==> src/rtl/char_stream_framer.sv <==
// char_stream_framer
// Upstream feeder for the vowel/consonant password checker. Raw ASCII bytes
// arrive over a valid/ready handshake and are buffered in a small FIFO. One
// byte is popped per cycle unless hold is high. Each popped byte is classified:
// letters are folded to lowercase and emitted, separators close the current
// word with a one-cycle strobe, and anything else is counted and discarded.
//
// Ports:
//   clk          system clock, rising edge
//   reset        asynchronous, active-high; clears all state
//   in_valid     upstream byte valid
//   in_data      upstream ASCII byte
//   in_ready     FIFO can accept a byte (not full)
//   hold         freezes the FIFO read side, the word FSM and the word length
//   out_en       out_char is valid this cycle
//   out_char     lowercase letter 'a'..'z'
//   out_eow      one-cycle end-of-word strobe
//   out_too_long qualifies out_eow; the word held more than MAX_LEN letters
//   drop_cnt     saturating count of discarded non-letter, non-separator bytes
//   fifo_count   current FIFO occupancy
module char_stream_framer #(
    parameter int DEPTH   = 8,
    parameter int MAX_LEN = 16
) (
    input  logic                     clk,
    input  logic                     reset,
    input  logic                     in_valid,
    input  logic [7:0]               in_data,
    output logic                     in_ready,
    input  logic                     hold,
    output logic                     out_en,
    output logic [7:0]               out_char,
    output logic                     out_eow,
    output logic                     out_too_long,
    output logic [7:0]               drop_cnt,
    output logic [$clog2(DEPTH):0]   fifo_count
);

    localparam int AW = $clog2(DEPTH);
    localparam int CW = AW + 1;
    localparam int LW = $clog2(MAX_LEN + 1);

    localparam logic [AW-1:0] PTR_ONE   = AW'(1);
    localparam logic [CW-1:0] CNT_ONE   = CW'(1);
    localparam logic [CW-1:0] CNT_FULL  = CW'(DEPTH);
    localparam logic [CW-1:0] CNT_EMPTY = CW'(0);
    localparam logic [LW-1:0] LEN_ONE   = LW'(1);
    localparam logic [LW-1:0] LEN_ZERO  = LW'(0);
    localparam logic [LW-1:0] LEN_MAX   = LW'(MAX_LEN);

    typedef enum logic [1:0] {
        ST_IDLE    = 2'd0,
        ST_IN_WORD = 2'd1,
        ST_SKIP    = 2'd2
    } state_t;

    // Byte classification helpers.
    function automatic logic is_upper(input logic [7:0] b);
        return (b >= 8'h41) && (b <= 8'h5A);
    endfunction

    function automatic logic is_lower(input logic [7:0] b);
        return (b >= 8'h61) && (b <= 8'h7A);
    endfunction

    function automatic logic is_sep(input logic [7:0] b);
        return (b == 8'h20) || (b == 8'h0A) || (b == 8'h0D) || (b == 8'h00);
    endfunction

    function automatic logic [7:0] to_lower(input logic [7:0] b);
        return is_upper(b) ? (b + 8'h20) : b;
    endfunction

    logic [7:0]    mem_r [DEPTH];
    logic [AW-1:0] wr_ptr_r;
    logic [AW-1:0] rd_ptr_r;
    logic [CW-1:0] count_r;

    state_t        state_r;
    logic [LW-1:0] len_r;

    logic          push_s;
    logic          pop_s;
    logic [7:0]    pop_byte_s;
    logic          pop_letter_s;
    logic          pop_sep_s;
    logic [7:0]    pop_lower_s;

    assign in_ready   = (count_r != CNT_FULL);
    assign fifo_count = count_r;

    // Handshake decode and classification of the byte at the FIFO head.
    always_comb begin
        push_s       = in_valid && in_ready;
        pop_s        = (count_r != CNT_EMPTY) && !hold;
        pop_byte_s   = mem_r[rd_ptr_r];
        pop_letter_s = is_upper(pop_byte_s) || is_lower(pop_byte_s);
        pop_sep_s    = is_sep(pop_byte_s);
        pop_lower_s  = to_lower(pop_byte_s);
    end

    // FIFO storage, pointers and occupancy.
    always_ff @(posedge clk or posedge reset) begin
        if (reset) begin
            for (int i = 0; i < DEPTH; i++) begin
                mem_r[i] <= 8'h00;
            end
            wr_ptr_r <= '0;
            rd_ptr_r <= '0;
            count_r  <= CNT_EMPTY;
        end else begin
            if (push_s) begin
                mem_r[wr_ptr_r] <= in_data;
                wr_ptr_r        <= wr_ptr_r + PTR_ONE;
            end
            if (pop_s) begin
                rd_ptr_r <= rd_ptr_r + PTR_ONE;
            end
            case ({push_s, pop_s})
                2'b10:   count_r <= count_r + CNT_ONE;
                2'b01:   count_r <= count_r - CNT_ONE;
                default: count_r <= count_r;
            endcase
        end
    end

    // Word FSM with registered checker-facing outputs; strobes default low.
    always_ff @(posedge clk or posedge reset) begin
        if (reset) begin
            state_r      <= ST_IDLE;
            len_r        <= LEN_ZERO;
            out_en       <= 1'b0;
            out_char     <= 8'h00;
            out_eow      <= 1'b0;
            out_too_long <= 1'b0;
            drop_cnt     <= 8'h00;
        end else begin
            out_en       <= 1'b0;
            out_eow      <= 1'b0;
            out_too_long <= 1'b0;
            if (pop_s) begin
                if (pop_letter_s) begin
                    case (state_r)
                        ST_IDLE: begin
                            out_en   <= 1'b1;
                            out_char <= pop_lower_s;
                            len_r    <= LEN_ONE;
                            state_r  <= ST_IN_WORD;
                        end
                        ST_IN_WORD: begin
                            if (len_r < LEN_MAX) begin
                                out_en   <= 1'b1;
                                out_char <= pop_lower_s;
                                len_r    <= len_r + LEN_ONE;
                            end else begin
                                // Word overflowed: swallow the rest until a separator.
                                state_r <= ST_SKIP;
                            end
                        end
                        ST_SKIP: begin
                            state_r <= ST_SKIP;
                        end
                        default: begin
                            state_r <= ST_IDLE;
                            len_r   <= LEN_ZERO;
                        end
                    endcase
                end else if (pop_sep_s) begin
                    case (state_r)
                        ST_IDLE: begin
                            // Empty words produce no strobe.
                            state_r <= ST_IDLE;
                        end
                        ST_IN_WORD: begin
                            out_eow      <= 1'b1;
                            out_too_long <= 1'b0;
                            len_r        <= LEN_ZERO;
                            state_r      <= ST_IDLE;
                        end
                        ST_SKIP: begin
                            out_eow      <= 1'b1;
                            out_too_long <= 1'b1;
                            len_r        <= LEN_ZERO;
                            state_r      <= ST_IDLE;
                        end
                        default: begin
                            state_r <= ST_IDLE;
                            len_r   <= LEN_ZERO;
                        end
                    endcase
                end else begin
                    // Non-letter, non-separator: counted, word state untouched.
                    if (drop_cnt != 8'hFF) begin
                        drop_cnt <= drop_cnt + 8'h01;
                    end else begin
                        drop_cnt <= drop_cnt;
                    end
                end
            end else begin
                state_r <= state_r;
            end
        end
    end

endmodule

==> config.mk <==
export PLATFORM = sky130hd
export DESIGN_NAME = char_stream_framer
export DESIGN_NICKNAME = d
export VERILOG_FILES = /design/src/rtl/char_stream_framer.sv
export SDC_FILE = /design/constraint.sdc
export NUM_CORES = 1
export LEC_CHECK = 0
export BUFFER_PORTS_ARGS = -buffer_cell sky130_fd_sc_hd__buf_2
export CAP_MARGIN = 20
export CORE_ASPECT_RATIO = 0.7
export CORE_MARGIN = 5
export CORE_UTILIZATION = 28
export DETAILED_ROUTE_END_ITERATION = 12
export PLACE_DENSITY_LB_ADDON = 0.25
export SYNTH_ARGS = -nofsm -noshare
export SYNTH_HDL_FRONTEND = slang
export SYNTH_SLANG_ARGS = --single-unit
==> constraint.sdc <==
create_clock -name clk -period 10.82 [get_ports clk]
set_input_delay 3.246 -clock clk [delete_from_list [all_inputs] [get_ports clk]]
set_output_delay 3.246 -clock clk [all_outputs]
set_load 0.01 [all_outputs]
==> metrics.cfg <==
[routing]
top_layer_used = met4
drt_iter0_markers = 210
via_count = 2960
drtAntennaViolNets = 0
drc = 0
drt_pass1_iterations = 4
routed_wl_um = 10600
via_per_inst = 4.75
wl_met3_um = 583
dr_wl_met2_um = 4560
avgRoutedWirePerCell_um = 17.0
drt-met1-wl_um = 5370

[place]
dp_cells = 608
gp_congestion = 0.745
pre_cts_ws_ns = 5.46
hpwlAfterDp_um = 7590
port_buffers = 35

[yosys]
synth_nets = 376
synth_flop_cell = dfrtp_1
async_flop_share = 1.00
yosys.area_share.xor_xnor = 0.0267
yosys.area_share.simple = 0.0878
synth_area_per_cell_um2 = 14.0
synth_common_cells = 100 x dfrtp_1, 68 x mux2_2, 21 x nand2_1
synth_seq_cells = 100
ys_types = 56
synth_top_family_by_area = multiplexers
synth-compound-area-share = 0.0537
synth_warnings = 0
yosysMostFrequentCell = dfrtp_1
synthesis.area_mm2 = 0.00492
synthCells = 351
synth_fa_ha_area_frac = 0.0346
ys_seq_area_frac = 0.509
synth.top_cell.area_share = 0.509
synth_mux_area_frac = 0.262
synth_edf_count = 0
yosysTopAreaCell = dfrtp_1
ys_top_cells_by_area = dfrtp_1 51%, mux2_2 16%, mux4_2 6.9%, ha_1 3.1%, nand2_1 1.6%

[die]
std_cell_rows = 40
start_util = 0.286
dieWidth_um = 168
core_mm2 = 0.0172
die_h_um = 121
io_pins = 36
dieArea_mm2 = 0.0204

[timing]
slew_headroom = 0.282
grt_setup_unrepaired = false
fmax_mhz = 200
setup_tns_ns = 0
tightest_slew_ns = 1.07
fin_skew_ns = 0.00569
period_needed_ns = 4.99
period_share = 0.462
setup_viol = 0
setup_ws_ns = 5.83
final-hold-violation-count = 0
slew_violations = 0

[clock_network]
postCtsSetupBuffers = 0
cts_sinks = 100
cts_max_level = 3
clock-root-buffer = clkbuf_16
worstSkewPairLatency_ns = 0.34
cts.repair.resized = 0
clk_pin_slew_ns = 0.07
clockBufferDepth = 2
cts_made_buffers = 9
cts_tree = done
postCtsHoldBufs = 0

[finish]
syn2layout_area_growth_pct = 14.2
antennaDiodeCount = 0
final_cells = 623
fin_util = 0.326
nets = 413
drive_gt1_frac = 0.395

[global_route]
grt_pass1_vias = 2949
track_usage = 0.109
grt_start_max_net_pins = 61
overflow = 0
grt_first_pass_wirelength_um = 17000
grt_antenna_before_repair = 0

[setup_path]
cp_data_required_time_ns = 11.05
path_max_fanout = 10
worst-setup-path-type = in -> reg
start_kind = input pin
end_kind = flop
crit_arrival_ns = 5.22

[run_status]
outcome = finished clean

[worst_hold_path]
hp-class = reg -> reg

[power]
power_w = 0.00190
peakVddDrop_mv = 0.0920
p_leak_nw = 2.46
p_per_area_mw_per_mm2 = 338

[job]
cap_violations = 0

## cells in the final DEF, fill, tap and decap left out, drive strengths merged, types with 2 or more instances in the layout
cell	count
dfrtp	100
mux2	72
buf	37
nand2	22
mux4	16
nor2	12
ha	12
inv	12
clkbuf	11
a21oi	10
xnor2	8
xor2	7
mux2i	7
a21o	5
and2	5
nand3	5
o2bb2ai	5
o21ai	5
and3	4
nor3	4
clkinv	3
nor4b	3
o211ai	3
nand3b	3
nand4	2
nand4b	2
a22oi	2
clkinvlp	2
nand2b	2
## layer usage
metal / global-route usage / up-vias
li1: - / 1365
met1: 0.163 / 1527
met2: 0.152 / 60
met3: 0.0339 / 8
met4: 0.0258 / 0
met5: 0 / -
## power breakdown
part	leakage [nW]	switching (W)	total (W)	internal, W
combinational	1.10	0.000430	0.000881	0.000451
sequential	1.22	0.000143	0.000694	0.000550
clock	0.138	0.000137	0.000321	0.000184
total	2.46	0.000711	0.00190	0.00119
## registers in the layout (all words and copies together) (netlist names)
register / flops
out_eow: 1
out_too_long: 1
wr_ptr_r: 3
fifo_count: 4
len_r: 5
out_en: 1
out_char: 8
drop_cnt: 8
state_r: 2
mem_r: 64
rd_ptr_r: 3
## critical path: stages
cell and delay (ns):
buf_2 0.08, a21o_1 0.19, clkinv_1 0.39, ha_1 0.37, ha_1 0.28, a21o_1 0.18
a21oi_1 0.17, xnor2_1 0.13, nor2_1 0.06, xnor2_1 0.12
## area by class of cell
| cell class | count | area, um2 |
|---|---|---|
| inverters | 14 | 55.1 |
| clock buffers | 11 | 243 |
| flip-flops and latches | 100 | 2500 |
| fillers | 1757 | 11600 |
| multi-input cells | 226 | 2290 |
| clock inverters | 4 | 50.0 |
| repair buffers | 37 | 190 |
| well taps | 231 | 289 |
## path summary, 6_finish.rpt
path                             start             to  slack [ns]  cells after the start
hold reg to reg            drop_cnt[5]    drop_cnt[5]        0.48                      1
setup / recovery                  hold  fifo_count[3]        5.83                     10
max in group asynchronous        reset      mem_r[50]        6.71                      3
min in group asynchronous        reset    drop_cnt[0]        2.94                      2
setup reg to reg           rd_ptr_r[0]    out_char[4]        7.48                      9
hold / removal             drop_cnt[5]    drop_cnt[5]        0.48                      1
## stage by stage
step | area (um2) | hold WS, ns
final | 5620 | 0.479
after global routing | 5620 | 0.510
after detailed placement | 5320 | 0.472
after CTS | 5620 | 0.486
after global placement | 5320 | 0.469
after floorplan | 4920 | 0.468
## kinds of logic after synthesis
logic type / Yosys count
multiplexers: 95
flip-flops: 100
adder cells (fa/ha/maj): 13
XOR/XNOR: 15
AO/OA/AOI/OAI: 33
AND/OR/NAND/NOR: 70
buffers and inverters: 25
Power figures use the tool's default switching activity.
